--- src/rtl/cam_capture_core_if.sv ---
// Pin and FIFO-side signal bundle for cam_capture_core; master is the core, slave is the camera/FIFO side.
// Names follow the board-level pin names so the bundle maps 1:1 onto the schematic.
interface cam_capture_core_if #(
  parameter int DW    = 8,
  parameter int PIX_W = 16
);
  logic             CAPON;
  logic             SNAP;
  logic [1:0]       MODE;
  logic             FIFOFULL;
  logic             FIFOWR;
  logic [PIX_W-1:0] FIFOIN;
  logic             FRAME_DONE;
  logic             OVERFLOW;
  logic             BUSY;
  logic             XCLK;
  logic             PCLK;
  logic             HREF;
  logic             VSYNC;
  logic [DW-1:0]    CAMDATA;

  modport master (
    input  CAPON, SNAP, MODE, FIFOFULL, PCLK, HREF, VSYNC, CAMDATA,
    output FIFOWR, FIFOIN, FRAME_DONE, OVERFLOW, BUSY, XCLK
  );

  modport slave (
    output CAPON, SNAP, MODE, FIFOFULL, PCLK, HREF, VSYNC, CAMDATA,
    input  FIFOWR, FIFOIN, FRAME_DONE, OVERFLOW, BUSY, XCLK
  );
endinterface

--- src/rtl/cam_capture_core.sv ---
// Oversampling camera front end: packs byte pairs into pixels and writes whole frames; write lands SYNC_STG+1 CLK
// after the second byte's PCLK rise. No stall: a write meeting FIFOFULL is dropped and flagged on OVERFLOW.
module cam_capture_core #(
  parameter int XCLK_DIV = 4,
  parameter int DW       = 8,
  parameter int PIX_W    = 16,
  parameter int SYNC_STG = 2
) (
  input logic                CLK,
  input logic                RST,
  cam_capture_core_if.master bus
);
  localparam logic [1:0] S_IDLE    = 2'd0;
  localparam logic [1:0] S_WAIT_VS = 2'd1;
  localparam logic [1:0] S_FRAME   = 2'd2;
  localparam logic [1:0] S_DONE    = 2'd3;

  localparam int            XW     = (XCLK_DIV > 2) ? $clog2(XCLK_DIV / 2) : 1;
  localparam logic [XW-1:0] X_WRAP = XW'(XCLK_DIV / 2 - 1);

  logic [1:0]                  state_q, state_d;
  logic                        single_q, single_d;
  logic [1:0]                  mode_q, mode_d;
  logic [XW-1:0]               xcnt_q, xcnt_d;
  logic                        xclk_q, xclk_d;
  logic [SYNC_STG-1:0]         pclk_sy_q, pclk_sy_d;
  logic [SYNC_STG-1:0]         href_sy_q, href_sy_d;
  logic [SYNC_STG-1:0]         vs_sy_q, vs_sy_d;
  logic [SYNC_STG-1:0][DW-1:0] dat_sy_q, dat_sy_d;
  logic                        pclk_prev_q, pclk_prev_d;
  logic                        href_prev_q, href_prev_d;
  logic                        vs_prev_q, vs_prev_d;
  logic                        phase_q, phase_d;
  logic [DW-1:0]               b0_q, b0_d;
  logic [PIX_W-1:0]            pix_q, pix_d;
  logic [PIX_W-1:0]            fifoin_q, fifoin_d;
  logic                        wr_pend_q, wr_pend_d;
  logic                        ovf_q, ovf_d;

  logic          pclk_s, href_s, vs_s;
  logic [DW-1:0] dat_s;
  logic          pclk_rise, href_fall, vs_rise, vs_fall;
  logic          sample, wr_sched, fifo_wr;

  assign pclk_s    = pclk_sy_q[SYNC_STG-1];
  assign href_s    = href_sy_q[SYNC_STG-1];
  assign vs_s      = vs_sy_q[SYNC_STG-1];
  assign dat_s     = dat_sy_q[SYNC_STG-1];
  assign pclk_rise = pclk_s & ~pclk_prev_q;
  assign href_fall = ~href_s & href_prev_q;
  assign vs_rise   = vs_s & ~vs_prev_q;
  assign vs_fall   = ~vs_s & vs_prev_q;
  assign sample    = (state_q == S_FRAME) && pclk_rise && href_s;
  assign wr_sched  = sample && phase_q;
  assign fifo_wr   = wr_pend_q && !bus.FIFOFULL;

  always_comb begin
    state_d     = state_q;
    single_d    = single_q;
    mode_d      = mode_q;
    xcnt_d      = xcnt_q + 1'b1;
    xclk_d      = xclk_q;
    pclk_sy_d   = {pclk_sy_q[SYNC_STG-2:0], bus.PCLK};
    href_sy_d   = {href_sy_q[SYNC_STG-2:0], bus.HREF};
    vs_sy_d     = {vs_sy_q[SYNC_STG-2:0], bus.VSYNC};
    dat_sy_d    = {dat_sy_q[SYNC_STG-2:0], bus.CAMDATA};
    pclk_prev_d = pclk_s;
    href_prev_d = href_s;
    vs_prev_d   = vs_s;
    phase_d     = phase_q;
    b0_d        = b0_q;
    pix_d       = pix_q;
    fifoin_d    = fifoin_q;
    wr_pend_d   = wr_sched;
    ovf_d       = ovf_q;

    if (xcnt_q == X_WRAP) begin
      xcnt_d = '0;
      xclk_d = ~xclk_q;
    end

    if (href_fall) begin
      phase_d = 1'b0;
    end else if (sample) begin
      phase_d = ~phase_q;
      if (!phase_q) b0_d = dat_s;
    end

    if (wr_sched) begin
      case (mode_q)
        2'b01:   pix_d = PIX_W'({b0_q[3:0], dat_s});
        2'b10:   pix_d = PIX_W'(b0_q);
        default: pix_d = PIX_W'({b0_q, dat_s});
      endcase
    end

    if (fifo_wr) fifoin_d = pix_q;
    if (wr_pend_q && bus.FIFOFULL) ovf_d = 1'b1;

    case (state_q)
      S_IDLE: begin
        if (bus.CAPON || bus.SNAP) begin
          state_d  = S_WAIT_VS;
          single_d = ~bus.CAPON;
        end
      end
      S_WAIT_VS: begin
        if (vs_fall) begin
          state_d = S_FRAME;
          mode_d  = bus.MODE;
          phase_d = 1'b0;
          ovf_d   = 1'b0;
        end
      end
      S_FRAME: begin
        // VSYNC is tested as a level so a rise that lands on a write in flight is deferred, not lost.
        if (vs_s && !wr_pend_q && !wr_sched) state_d = S_DONE;
      end
      default: begin
        state_d = (!single_q && bus.CAPON) ? S_WAIT_VS : S_IDLE;
      end
    endcase
  end

  always_ff @(posedge CLK or negedge RST) begin
    if (!RST) begin
      state_q     <= S_IDLE;
      single_q    <= 1'b0;
      mode_q      <= 2'b00;
      xcnt_q      <= '0;
      xclk_q      <= 1'b0;
      pclk_sy_q   <= '0;
      href_sy_q   <= '0;
      vs_sy_q     <= '0;
      dat_sy_q    <= '0;
      pclk_prev_q <= 1'b0;
      href_prev_q <= 1'b0;
      vs_prev_q   <= 1'b0;
      phase_q     <= 1'b0;
      b0_q        <= '0;
      pix_q       <= '0;
      fifoin_q    <= '0;
      wr_pend_q   <= 1'b0;
      ovf_q       <= 1'b0;
    end else begin
      state_q     <= state_d;
      single_q    <= single_d;
      mode_q      <= mode_d;
      xcnt_q      <= xcnt_d;
      xclk_q      <= xclk_d;
      pclk_sy_q   <= pclk_sy_d;
      href_sy_q   <= href_sy_d;
      vs_sy_q     <= vs_sy_d;
      dat_sy_q    <= dat_sy_d;
      pclk_prev_q <= pclk_prev_d;
      href_prev_q <= href_prev_d;
      vs_prev_q   <= vs_prev_d;
      phase_q     <= phase_d;
      b0_q        <= b0_d;
      pix_q       <= pix_d;
      fifoin_q    <= fifoin_d;
      wr_pend_q   <= wr_pend_d;
      ovf_q       <= ovf_d;
    end
  end

  // FIFOIN shows the new pixel in its write cycle and otherwise holds the last written one.
  assign bus.FIFOWR     = fifo_wr;
  assign bus.FIFOIN     = fifo_wr ? pix_q : fifoin_q;
  assign bus.FRAME_DONE = (state_q == S_DONE);
  assign bus.OVERFLOW   = ovf_q;
  assign bus.BUSY       = (state_q != S_IDLE);
  assign bus.XCLK       = xclk_q;
endmodule

--- src/flat_wrapper.sv ---
// flat-port wrapper written by rule: the top's interface ports become plain ports
module cam_capture_core_flat 
#(
  parameter int XCLK_DIV = 4,
  parameter int DW       = 8,
  parameter int PIX_W    = 16,
  parameter int SYNC_STG = 2
)
  (CLK, RST, bus_CAPON, bus_SNAP, bus_MODE, bus_FIFOFULL, bus_PCLK, bus_HREF, bus_VSYNC, bus_CAMDATA, bus_FIFOWR, bus_FIFOIN, bus_FRAME_DONE, bus_OVERFLOW, bus_BUSY, bus_XCLK);
  cam_capture_core_if #(.DW(DW), .PIX_W(PIX_W)) bus_i ();
  input logic CLK;
  input logic RST;
  input wire logic [$bits(bus_i.CAPON)-1:0] bus_CAPON;
  input wire logic [$bits(bus_i.SNAP)-1:0] bus_SNAP;
  input wire logic [$bits(bus_i.MODE)-1:0] bus_MODE;
  input wire logic [$bits(bus_i.FIFOFULL)-1:0] bus_FIFOFULL;
  input wire logic [$bits(bus_i.PCLK)-1:0] bus_PCLK;
  input wire logic [$bits(bus_i.HREF)-1:0] bus_HREF;
  input wire logic [$bits(bus_i.VSYNC)-1:0] bus_VSYNC;
  input wire logic [$bits(bus_i.CAMDATA)-1:0] bus_CAMDATA;
  output wire logic [$bits(bus_i.FIFOWR)-1:0] bus_FIFOWR;
  output wire logic [$bits(bus_i.FIFOIN)-1:0] bus_FIFOIN;
  output wire logic [$bits(bus_i.FRAME_DONE)-1:0] bus_FRAME_DONE;
  output wire logic [$bits(bus_i.OVERFLOW)-1:0] bus_OVERFLOW;
  output wire logic [$bits(bus_i.BUSY)-1:0] bus_BUSY;
  output wire logic [$bits(bus_i.XCLK)-1:0] bus_XCLK;
  assign bus_i.CAPON = bus_CAPON;
  assign bus_i.SNAP = bus_SNAP;
  assign bus_i.MODE = bus_MODE;
  assign bus_i.FIFOFULL = bus_FIFOFULL;
  assign bus_i.PCLK = bus_PCLK;
  assign bus_i.HREF = bus_HREF;
  assign bus_i.VSYNC = bus_VSYNC;
  assign bus_i.CAMDATA = bus_CAMDATA;
  assign bus_FIFOWR = bus_i.FIFOWR;
  assign bus_FIFOIN = bus_i.FIFOIN;
  assign bus_FRAME_DONE = bus_i.FRAME_DONE;
  assign bus_OVERFLOW = bus_i.OVERFLOW;
  assign bus_BUSY = bus_i.BUSY;
  assign bus_XCLK = bus_i.XCLK;
  cam_capture_core #(.XCLK_DIV(XCLK_DIV), .DW(DW), .PIX_W(PIX_W), .SYNC_STG(SYNC_STG)) u_core (.CLK(CLK), .RST(RST), .bus(bus_i));
endmodule
--- config.mk ---
export PLATFORM = sky130hd
export DESIGN_NAME = cam_capture_core_flat
export DESIGN_NICKNAME = d
export VERILOG_FILES = /design/src/rtl/cam_capture_core_if.sv /design/src/rtl/cam_capture_core.sv /design/src/flat_wrapper.sv
export SDC_FILE = /design/constraint.sdc
export NUM_CORES = 1
export LEC_CHECK = 0
export ABC_CLOCK_PERIOD_IN_PS = 2800
export CELL_PAD_IN_SITES_DETAIL_PLACEMENT = 0
export CELL_PAD_IN_SITES_GLOBAL_PLACEMENT = 1
export CORE_MARGIN = 8
export CORE_UTILIZATION = 35
export DETAILED_ROUTE_END_ITERATION = 12
export PLACE_DENSITY = 0.75
export SETUP_SLACK_MARGIN = 0.2
export SLEW_MARGIN = 20
export SYNTH_ARGS = -nofsm -noshare
export SYNTH_HDL_FRONTEND = slang
export SYNTH_SLANG_ARGS = --single-unit
--- constraint.sdc ---
create_clock -name CLK -period 2.8 [get_ports CLK]
set_input_delay 0.56 -clock CLK [delete_from_list [all_inputs] [get_ports CLK]]
set_output_delay 0.56 -clock CLK [all_outputs]
set_load 0.02 [all_outputs]
==> After elaboration in Yosys (flattened, before gate mapping) <==
Cells that the tools add are included.
{ "word_totals": {"out_inout_bits": 21, "inputBits": 18, "reg_bits": 75, "word_cells": 72} }
{ "classes": {"n_eq_ne": 8, "n_addsub": 1, "n_reduce_logical": 19, "bitwise": 10, "muxes": 15} }
{ "op_table": {"columns": ["op", "count"], "rows": [
  ["16-bit one-hot mux with 2 select lines", 1],
  ["16-bit two-way mux", 1],
  ["1-bit two-way mux", 9],
  ["1-bit logical AND", 8],
  ["1-bit inverter", 7],
  ["2-bit equality test, second input constant", 3],
  ["2-bit two-way mux", 3],
  ["2-bit one-hot mux with 3 select lines", 1],
  ["3-bit AND reduction", 2],
  ["2-bit by 1-bit equality test with 1-bit output, second input constant", 2],
  ["1-bit zero test", 4],
  ["2-bit by 1-bit != test with 1-bit output, second input constant", 2],
  ["2-bit AND reduction", 2],
  ["1-bit AND", 3],
  ["2-bit zero test", 1],
  ["2-bit != test, second input constant", 1],
  ["2-bit nonzero test", 1],
  ["1-bit adder, second input constant", 1],
  ["1-bit logical OR", 1]
]} }

==> Longest topological paths before layout <==
Gate-level depths: netlist of the first run.
{ "depth": {"ltp_word": 9, "mapped_depth": 7, "ltp_nobuf": 7} }

==> Least setup slack after synthesis of the first run <==
Ideal clock, no wire load.
{ "synth_timing": {"kind": "register to register", "start": "register u_core.state_q[0]", "end": "register u_core.state_q[0]", "t_required_ps": 2672, "setup_slack_ps": 625, "arrival_time_ps": 2048, "synth_period_minus_slack_ps": 2175, "path_stages_with_launch": 8, "setup_time_ps": 128, "path_buffers": 0, "cell_sequence": "dfrtp_1 > inv_1 > ha_1 > and4b_1 > ha_1 > or3b_1 > a221oi_2 > mux2_1"} }
{ "synth_between": {"elab_chain_len": 8, "word_cells_on_any_way": 13, "classes_between": "5 x eq/ne; 1 x mux; 7 x reduce/logical"} }
{ "synth_rtl": {"columns": ["element", "line", "text"], "rows": [
  ["from (decl)", "cam_capture_core.sv:21", "logic [1:0] state_q, state_d;"],
  ["from (signal assigned)", "cam_capture_core.sv:146", "state_q <= state_d;"],
  ["2-bit equality test", "cam_capture_core.sv:53", "assign sample = (state_q == S_FRAME) && pclk_rise && href_s;"],
  ["1-bit logical AND (2 in a row)", "cam_capture_core.sv:53", null],
  ["1-bit logical AND", "cam_capture_core.sv:54", "assign wr_sched = sample && phase_q;"],
  ["net u_core.wr_pend_d", "cam_capture_core.sv:37", "logic wr_pend_q, wr_pend_d;"],
  ["1-bit zero test", "cam_capture_core.sv:117", "if (vs_s && !wr_pend_q && !wr_sched) state_d = S_DONE;"],
  ["1-bit logical AND", "cam_capture_core.sv:117", null],
  ["2-bit != test (no line)", null, null],
  ["3-bit AND reduction (no line)", null, null]
]} }
The timed path passes the listed nets, and every way through them passes these cells.
A chain may end at the register's enable or synchronous reset.

==> Worst setup path after layout of the first run <==
{ "layout_timing": {"start": "input port bus_FIFOFULL", "end": "output port bus_FIFOIN[14]"} }
{ "layout_between": {"elab_chain_len": 3} }
{ "layout_rtl": {"columns": ["element", "line", "text"], "rows": [
  ["from (decl)", "flat_wrapper.sv:16", "input wire logic [$bits(bus_i.FIFOFULL)-1:0] bus_FIFOFULL;"],
  ["1-bit zero test", "cam_capture_core.sv:55", "assign fifo_wr = wr_pend_q && !bus.FIFOFULL;"],
  ["1-bit logical AND", "cam_capture_core.sv:55", null],
  ["16-bit two-way mux", "cam_capture_core.sv:169", "assign bus.FIFOIN = fifo_wr ? pix_q : fifoin_q;"],
  ["to (decl)", "flat_wrapper.sv:22", "output wire logic [$bits(bus_i.FIFOIN)-1:0] bus_FIFOIN;"]
]} }
No other way between the ends.

==> results of run 1 <==
[layout make-up]
class | instances | area [µm²]
fillers | 724 | 4200
clock buffers | 9 | 123.9
inverters | 16 | 60.06
repair buffers | 42 | 394.1
well taps | 102 | 127.6
multi-input cells | 95 | 748.2
flip-flops and latches | 75 | 1877
clock inverters | 7 | 76.32
[metrics by stage]
| step | hold slack [ns] | area [µm²] | setup TNS, ns |
|---|---|---|---|
| 2_1_floorplan | 0.2644 | 2718 | 0 |
| 6_report | 0.3518 | 3407 | 0 |
| 4_1_cts | 0.3543 | 3398 | 0 |
| 5_1_grt | 0.3586 | 3407 | 0 |
| 3_5_place_dp | 0.3347 | 3216 | -0.8297 |
| 3_3_place_gp | 0.3319 | 3216 | -0.7100 |
[critical path, cell delays in order]
cell and delay, ns:
clkdlybuf4s50_1 0.43, nor2b_2 0.17, buf_12 0.16, mux2_2 0.35
dlygate4sd2_1 0.32
[path summary, 6_finish.rpt]
path | startpoint | endpoint | depth (start not counted)
min reg2reg | u_core.href_sy_q[0]$_DFF_PN0_ | u_core.href_sy_q[1]$_DFF_PN0_ | 0
min | RST | u_core.fifoin_q[10]$_DFF_PN0_ | 1
min in group CLK | u_core.href_sy_q[0]$_DFF_PN0_ | u_core.href_sy_q[1]$_DFF_PN0_ | 0
max reg2reg | u_core.state_q[0]$_DFFE_PN0P_ | u_core.state_q[1]$_DFFE_PN0P_ | 7
max in group asynchronous | RST | u_core.single_q$_DFFE_PN0P_ | 1
max | bus_FIFOFULL | bus_FIFOIN[14] | 5
[what timing repair did]
item                                    CTS  global route
gates resized for setup                  17            20
buffers inserted                          0             2
endpoints found under the setup margin   16            16
[cells by family after synthesis]
family | after synthesis | synth area share [%]
buffers and inverters | 24 | 3.499
AO/OA/AOI/OAI | 30 | 6.630
flip-flops | 75 | 69.06
multiplexers | 28 | 11.60
adder cells (fa/ha/maj) | 7 | 3.223
AND/OR/NAND/NOR | 29 | 5.663
XOR/XNOR | 1 | 0.3223
[placed cells by master, fill, tap and decap left out, types with 2 or more instances in the layout]
| cell | Yosys | routed |
|---|---|---|
| dfrtp_1 | 75 | 75 |
| mux2_2 | 22 | 22 |
| clkdlybuf4s50_1 | 0 | 21 |
| inv_1 | 16 | 16 |
| a21oi_1 | 12 | 12 |
| nor2_1 | 10 | 10 |
| clkdlybuf4s15_1 | 0 | 10 |
| o21ai_0 | 9 | 9 |
| clkbuf_8 | 0 | 9 |
| nand3_1 | 8 | 8 |
| a22oi_1 | 8 | 8 |
| ha_1 | 7 | 7 |
| mux2_1 | 6 | 6 |
| clkbuf_2 | 0 | 5 |
| buf_4 | 0 | 4 |
| nand2b_1 | 2 | 2 |
| nor2b_1 | 3 | 2 |
| clkinvlp_4 | 0 | 2 |
| clkinv_4 | 0 | 2 |
[metal layers]
metal | vias up | part of all wire [%] | GRT usage [%]
met1 | 762 | 47 | 11.58
li1 | 746 | - | -
met4 | 0 | 1.3 | 4.343
met3 | 5 | 6.2 | 4.647
met5 | - | 0 | 0
met2 | 36 | 46 | 13.43
[power by group]
part	leakage, nW	internal (W)	switching [W]
sequential	0.958	0.00127	0.000115
combinational	0.546	0.000279	0.000310
clock	0.0958	0.000415	0.000398
[flip-flops by register name, indices dropped and copies added, names as in the netlist]
signal and count:
u_core.b0_q 8, u_core.pclk_prev_q 1, u_core.pclk_sy_q 2, u_core.mode_q 2, u_core.dat_sy_d 8, u_core.single_q 1, u_core.pix_q 16, u_core.bus.OVERFLOW 1
u_core.phase_q 1, u_core.wr_pend_q 1, u_core.href_sy_q 2, u_core.dat_s 8, u_core.href_prev_q 1, u_core.state_q 2, u_core.fifoin_q 16, u_core.vs_prev_q 1
u_core.xcnt_q 1, u_core.bus.XCLK 1, u_core.vs_sy_q 2
==> results.yml, run 1 <==
clock_tree:
  clkTransAtPathRegs_ns: 0.07
  cts_root_buf: "clkbuf_8"
  cts_buffer_depth: 2
  cts_buffers: 9
  worstSkewPairLatency_ns: 0.35
  h-tree-depth: 3
  clkSinkCount: 75
  cts_tree: "built"
  ctsHoldBuffers: 0
synth:
  postSynthAreaPerCell_um2: 14.01
  synth_common_cells: "dfrtp_1 (75), mux2_2 (22), inv_1 (16), a21oi_1 (12), nor2_1 (10)"
  netlist_top_cells_area: "dfrtp_1 (69%), mux2_2 (9.1%), ha_1 (3.2%)"
  synth_top_area_share_pct: 69.06
  async_flop_share_pct: 100.0
  ys_dominant_reg_cell: "dfrtp_1"
  synth-seq-cells: 75
  yosys.area.top_type: "dfrtp_1"
  synth_cell_types: 22
  syn-instance-count: 194
  yosysWarningCount: 0
  synth_edf_count: 0
  ys_seq_area_share_pct: 69.06
  synth_nets: 219
  netlist_area_um2: 2718
  synth_most_common_cell: "dfrtp_1"
route:
  drt_wl_total_mm: 4.542
  firstDrtPassIters: 4
  drc_errors: 0
  num_vias: 1549
  ant_nets: 0
  wl_per_cell_um: 13.13
  drt_iter0_markers: 74
  vias_per_cell: 4.477
cells_and_area:
  fin_nets: 264
  utilization_pct: 44.79
  final_cells: 346
  diodes: 0
  syn_to_final_growth_pct: 25.37
  drive_gt1_share_pct: 20.49
power_and_ir_drop:
  total_power_w: 0.002785
  p_leak_nw: 1.600
  irDropWorstVdd_v: 0.0003197
  p_per_area_nw_per_um2: 817.4
global_routing:
  grt_pass1_vias: 1645
  grt_antenna_before_repair: 0
  grt-ovfl-total: 0
  grt_usage_pct: 9.392
  grt_max_degree: 76
  grt_first_pass_wirelength_mm: 8.066
floorplan:
  start_util_pct: 35.72
  io_pins: 39
  dieArea_um2: 10840
  num_rows: 32
  die_h_um: 104.1
  core-area_um2: 7607
  die_width_um: 104.1
placement:
  gp_congestion: 0.7035
  dp.cells: 328
  dp_hpwl_mm: 3.058
  dp_slack_ns: -0.06320
  io_buffers: 38
run_status:
  status: "finished, final reports clean"
timing:
  worst_slew_pin_slew_ns: 0.9180
  period_share_pct: 91.37
  rsz0062_at_grt: "true"
  period_minus_slack_ns: 2.558
  hold_viol_final: 0
  slew_violations: 0
  slew_headroom_pct: 38.80
  layout_setup_ws_ns: 0.2415
  skew_ns: 0.009433
  setup_viol: 0
  fmax_ghz: 0.3909
worst_setup_path:
  critical_path_required_ns: 2.24
  endpoint_kind: "output pin"
  arrival_ns: 2.00
  crit_fanout: 16
  r2r_slack_ns: 0.53
  worstSetupStartpointType: "input port"
  crit_type: "in2out"
worst_hold_path:
  hold_path_class: "in2async"
job:
  maxCapViolCount: 0
Power figures use the tool's default switching activity.
==> run 2, diff against run 1 <==
Settings changed: ABC_CLOCK_PERIOD_IN_PS 2800 to 2500.
Clock period 2.8 ns to 2.5 ns, I/O delays scaled along.
==> results.yml, run 2 (synthesized netlist as in run 1, its figures left out) <==
cells_and_area:
  largest_registers: "u_core.fifoin_q x16, u_core.pix_q x16"
  mostFrequentLayoutCells: "dfrtp_1 (75), mux2_2 (22), clkdlybuf4s50_1 (18)"
  layout.cells.most_common: "dfrtp_1"
  syn_to_final_growth_pct: 26.47
  fin_nets: 268
  drive_gt1_share_pct: 27.42
  utilization_pct: 45.18
  diodes: 0
  fin_area_um2: 3437
global_routing:
  grt-ovfl-total: 0
  grt_pass1_vias: 1630
  grt_usage_pct: 9.800
  grt_antenna_before_repair: 0
  grt_max_degree: 76
  grt_first_pass_wirelength_mm: 8.404
floorplan:
  dieArea_um2: 10840
  io_pins: 39
  num_rows: 32
  core-area_um2: 7607
  start_util_pct: 35.72
  die_h_um: 104.1
  die_width_um: 104.1
route:
  drc_errors: 0
  ant_nets: 0
  vias_per_cell: 4.491
  drt_wl_total_mm: 4.801
  num_vias: 1572
  drt_iter0_markers: 85
  wl_per_cell_um: 13.72
  firstDrtPassIters: 5
timing:
  rsz0062_at_grt: "true"
  worst_slew_pin_slew_ns: 0.5732
  period_minus_slack_ns: 2.237
  whs_ns: 0.1547
  hold_viol_final: 0
  period_share_pct: 89.49
  skew_ns: 0.01106
  slew_violations: 0
  setup_viol: 0
  slew_headroom_pct: 61.71
  fmax_ghz: 0.4470
power_and_ir_drop:
  p_per_area_nw_per_um2: 907.8
  p_leak_nw: 1.669
  irDropWorstVdd_v: 0.0003999
worst_setup_path:
  endpoint_kind: "flip-flop"
  crit_fanout: 4
  worstSetupStartpointType: "flip-flop"
  critical_path_required_ns: 2.73
  crit_type: "reg2reg"
  arrival_ns: 2.47
clock_tree:
  clkTransAtPathRegs_ns: 0.08
  h-tree-depth: 3
  cts_buffer_depth: 2
  worstSkewPairLatency_ns: 0.34
  clkSinkCount: 75
  cts_buffers: 9
  cts_tree: "built"
  cts_root_buf: "clkbuf_8"
  ctsHoldBuffers: 0
placement:
  place_area_um2: 3243
  gp_congestion: 0.7134
  io_buffers: 38
  dp_hpwl_mm: 3.132
worst_hold_path:
  hold_path_class: "in2async"
job:
  maxCapViolCount: 0
run_status:
  status: "finished, final reports clean"
==> run 2: where the power goes <==
part           internal (W)  switching (W)
registers           0.00142       0.000132
clock network      0.000416       0.000437
logic              0.000355       0.000360
==> run 2: repair_timing <==
item | in CTS | in global routing
setup endpoints to repair | 17 | 12
setup buffers | 2 | 1
gates cloned | 1 | 0
pin swaps | 0 | 1
resized for setup | 59 | 14
endpoints found under the hold margin | 0 | 0
==> run 2: stage by stage <==
stage	setup slack [ns]	setup TNS, ns	power, W	cells
4_1_cts	0.2018	0	0.003115	349
5_1_grt	0.1400	0	0.003326	350
3_5_place_dp	-0.2307	-3.539	0.002250	330
2_1_floorplan	0.3248	0	0.002033	194
3_3_place_gp	-0.2292	-3.485	0.002224	330
6_report	0.2628	0	0.003120	350
==> run 2: layout make-up <==
cell class                 count  area, µm²
clock buffer                  11      151.4
multi-input combinational     95      773.2
clock inverter                 5      36.28
sequential                    75       1877
fill                         713       4170
timing repair buffer          46      411.6
tap                          102      127.6
inverter                      16      60.06
==> run 2: layer usage <==
metal / up-vias / GRT usage (%) / wire [µm]
met3: 11 / 3.098 / 256
met5: - / 0 / 0
li1: 755 / - / -
met2: 38 / 13.93 / 2144
met1: 768 / 12.15 / 2245
met4: 0 / 7.446 / 154
==> run 2: critical path, stage by stage (launching register included) <==
cell and delay (ns):
dfrtp_1 0.39, inv_1 0.07, ha_2 0.21, and4b_1 0.22, ha_1 0.20, or3b_4 0.38, a221oi_4 0.30, mux2_1 0.35
==> run 2: path summary, 6_finish.rpt <==
check / from / end / slack (ns) / cells after the start
max: u_core.state_q[0]$_DFFE_PN0P_ / u_core.state_q[0]$_DFFE_PN0P_ / 0.26 / 7
min: RST / u_core.fifoin_q[3]$_DFF_PN0_ / 0.15 / 2
max reg2reg: u_core.state_q[0]$_DFFE_PN0P_ / u_core.state_q[0]$_DFFE_PN0P_ / 0.26 / 7
min reg2reg: u_core.dat_sy_d[15]$_DFF_PN0_ / u_core.dat_s[7]$_DFF_PN0_ / 0.35 / 0
max in group asynchronous: RST / u_core.b0_q[5]$_DFFE_PN0P_ / 2.03 / 2
min in group CLK: u_core.dat_sy_d[15]$_DFF_PN0_ / u_core.dat_s[7]$_DFF_PN0_ / 0.35 / 0
==> run 3, diff against run 2 <==
Settings changed: RECOVER_POWER set to 25.
==> results.yml, run 3 (synthesized netlist as in run 1, its figures left out) <==
placement:
  dp_slack_ns: -0.2307
  gp_congestion: 0.7134
  io_buffers: 38
  place_area_um2: 3243
  dp_hpwl_mm: 3.132
  dp.cells: 330
floorplan:
  num_rows: 32
  start_util_pct: 35.72
  io_pins: 39
  dieArea_um2: 10840
  core-area_um2: 7607
  die_width_um: 104.1
  die_h_um: 104.1
route:
  num_vias: 1574
  vias_per_cell: 4.497
  wl_per_cell_um: 13.71
  drt_wl_total_mm: 4.798
  drt_iter0_markers: 69
  ant_nets: 0
  firstDrtPassIters: 5
  drc_errors: 0
cells_and_area:
  mostFrequentLayoutCells: "dfrtp_1 (75), mux2_2 (22), clkdlybuf4s50_1 (18)"
  regArea_um2: 1877
  fin_nets: 268
  layout.cells.most_common: "dfrtp_1"
  multi_input_area_um2: 773.2
  drive_gt1_share_pct: 27.42
  final_cells: 350
  nFillCells: 714
  fin_area_um2: 3422
  largest_registers: "u_core.fifoin_q x16, u_core.pix_q x16"
  utilization_pct: 44.98
  diodes: 0
  syn_to_final_growth_pct: 25.92
timing:
  worst_slew_pin_slew_ns: 1.755
  finalSetupTns_ns: 0
  fmax_ghz: 0.4471
  rsz0062_at_grt: "true"
  skew_ns: 0.01034
  hold_viol_final: 0
  layout_setup_ws_ns: 0.2632
  setup_viol: 0
  period_share_pct: 89.47
  slew_headroom_pct: -17.03
  slew_violations: 76
  period_minus_slack_ns: 2.237
power_and_ir_drop:
  p_leak_nw: 1.664
  irDropWorstVdd_v: 0.0003986
  p_per_area_nw_per_um2: 911.0
job:
  maxCapViolCount: 1
worst_setup_path:
  crit_slowest_cell: "dfrtp_1"
  path_buf_inv: 1
  endpoint_kind: "flip-flop"
  arrival_ns: 2.47
  cp_slowest_stage_delay_ns: 0.39
  critical_path_required_ns: 2.73
  worstSetupStartpointType: "flip-flop"
  crit_fanout: 4
  crit_family: "simple AND/OR/NAND/NOR gates"
  path_cells: "inv_1 > ha_2 > and4b_1 > ha_1 > or3b_4 > a221oi_4 > mux2_1"
  crit_type: "reg2reg"
run_status:
  failed_checks: "capacitance limit, slew limit"
  status: "complete, but fails checks"
global_routing:
  grt-ovfl-total: 0
  grt_first_pass_wirelength_mm: 8.404
  grt_pass1_vias: 1630
  grt_usage_pct: 9.800
  grt_antenna_before_repair: 0
  grt_max_degree: 76
clock_tree:
  cts_buffers: 9
  worstSkewPairLatency_ns: 0.34
  cts_root_buf: "clkbuf_8"
  cts_tree: "built"
  h-tree-depth: 3
  ctsHoldBuffers: 0
  cts_buffer_depth: 2
  clkTransAtPathRegs_ns: 0.08
  clkSinkCount: 75
worst_hold_path:
  hold_path_class: "reg2reg"
## run 3: changes by cell type in the layout (fill, tap and decap cells not counted), sizes merged
cell	change
buf	-2
clkbuf	+2
## run 3: worst reg2reg max path, cell delays in order (launching register included)
cell and delay (ns):
dfrtp_1 0.39, inv_1 0.07, ha_2 0.21, and4b_1 0.22, ha_1 0.20, or3b_4 0.38
a221oi_4 0.30, mux2_1 0.35
## run 3: path summary, 6_finish.rpt
path	from	endpoint	slack (ns)	cells after the start
min in group asynchronous	RST	u_core.fifoin_q[3]$_DFF_PN0_	0.73	2
setup / recovery	u_core.state_q[0]$_DFFE_PN0P_	u_core.state_q[0]$_DFFE_PN0P_	0.26	7
hold reg to reg	u_core.dat_sy_d[15]$_DFF_PN0_	u_core.dat_s[7]$_DFF_PN0_	0.35	0
max in group asynchronous	RST	u_core.dat_sy_d[13]$_DFF_PN0_	0.73	2
setup reg to reg	u_core.state_q[0]$_DFFE_PN0P_	u_core.state_q[0]$_DFFE_PN0P_	0.26	7
hold / removal	u_core.dat_sy_d[15]$_DFF_PN0_	u_core.dat_s[7]$_DFF_PN0_	0.35	0
## run 3: cell type report
cell class	count	share of cell area [%]
Multi-Input combinational cell	95	22.60
Sequential cell	75	54.84
Clock buffer	11	4.424
Inverter	16	1.755
Tap cell	102	3.729
Clock inverter	5	1.060
Timing Repair Buffer	46	11.59
## run 3: power breakdown
| part | leakage, nW | total, W | switching (W) | internal [W] |
|---|---|---|---|---|
| Clock | 0.0880 | 0.000854 | 0.000438 | 0.000416 |
| Sequential | 0.958 | 0.00155 | 0.000131 | 0.00142 |
| Combinational | 0.618 | 0.000713 | 0.000360 | 0.000352 |
## run 3: what timing repair did
action	4_1_cts	5_1_grt
endpoints found under the setup margin	17	12
buffers inserted	2	1
pin swaps	0	1
cloned	1	0
gates resized for setup	59	14
## run 3: metrics by stage
stage	hold slack [ns]	total power, W
2_1_floorplan	0.2044	0.002033
3_3_place_gp	0.3316	0.002224
3_5_place_dp	0.3347	0.002250
4_1_cts	0.1578	0.003115
5_1_grt	0.3598	0.003323
6_report	0.3503	0.003117
## run 3: per-layer routing
metal	share of wire (%)	vias up	GRT usage, %
met5	0	-	0
met2	45	38	13.93
met4	3.2	0	7.446
met1	47	772	12.15
met3	5.4	11	3.098
li1	-	753	-
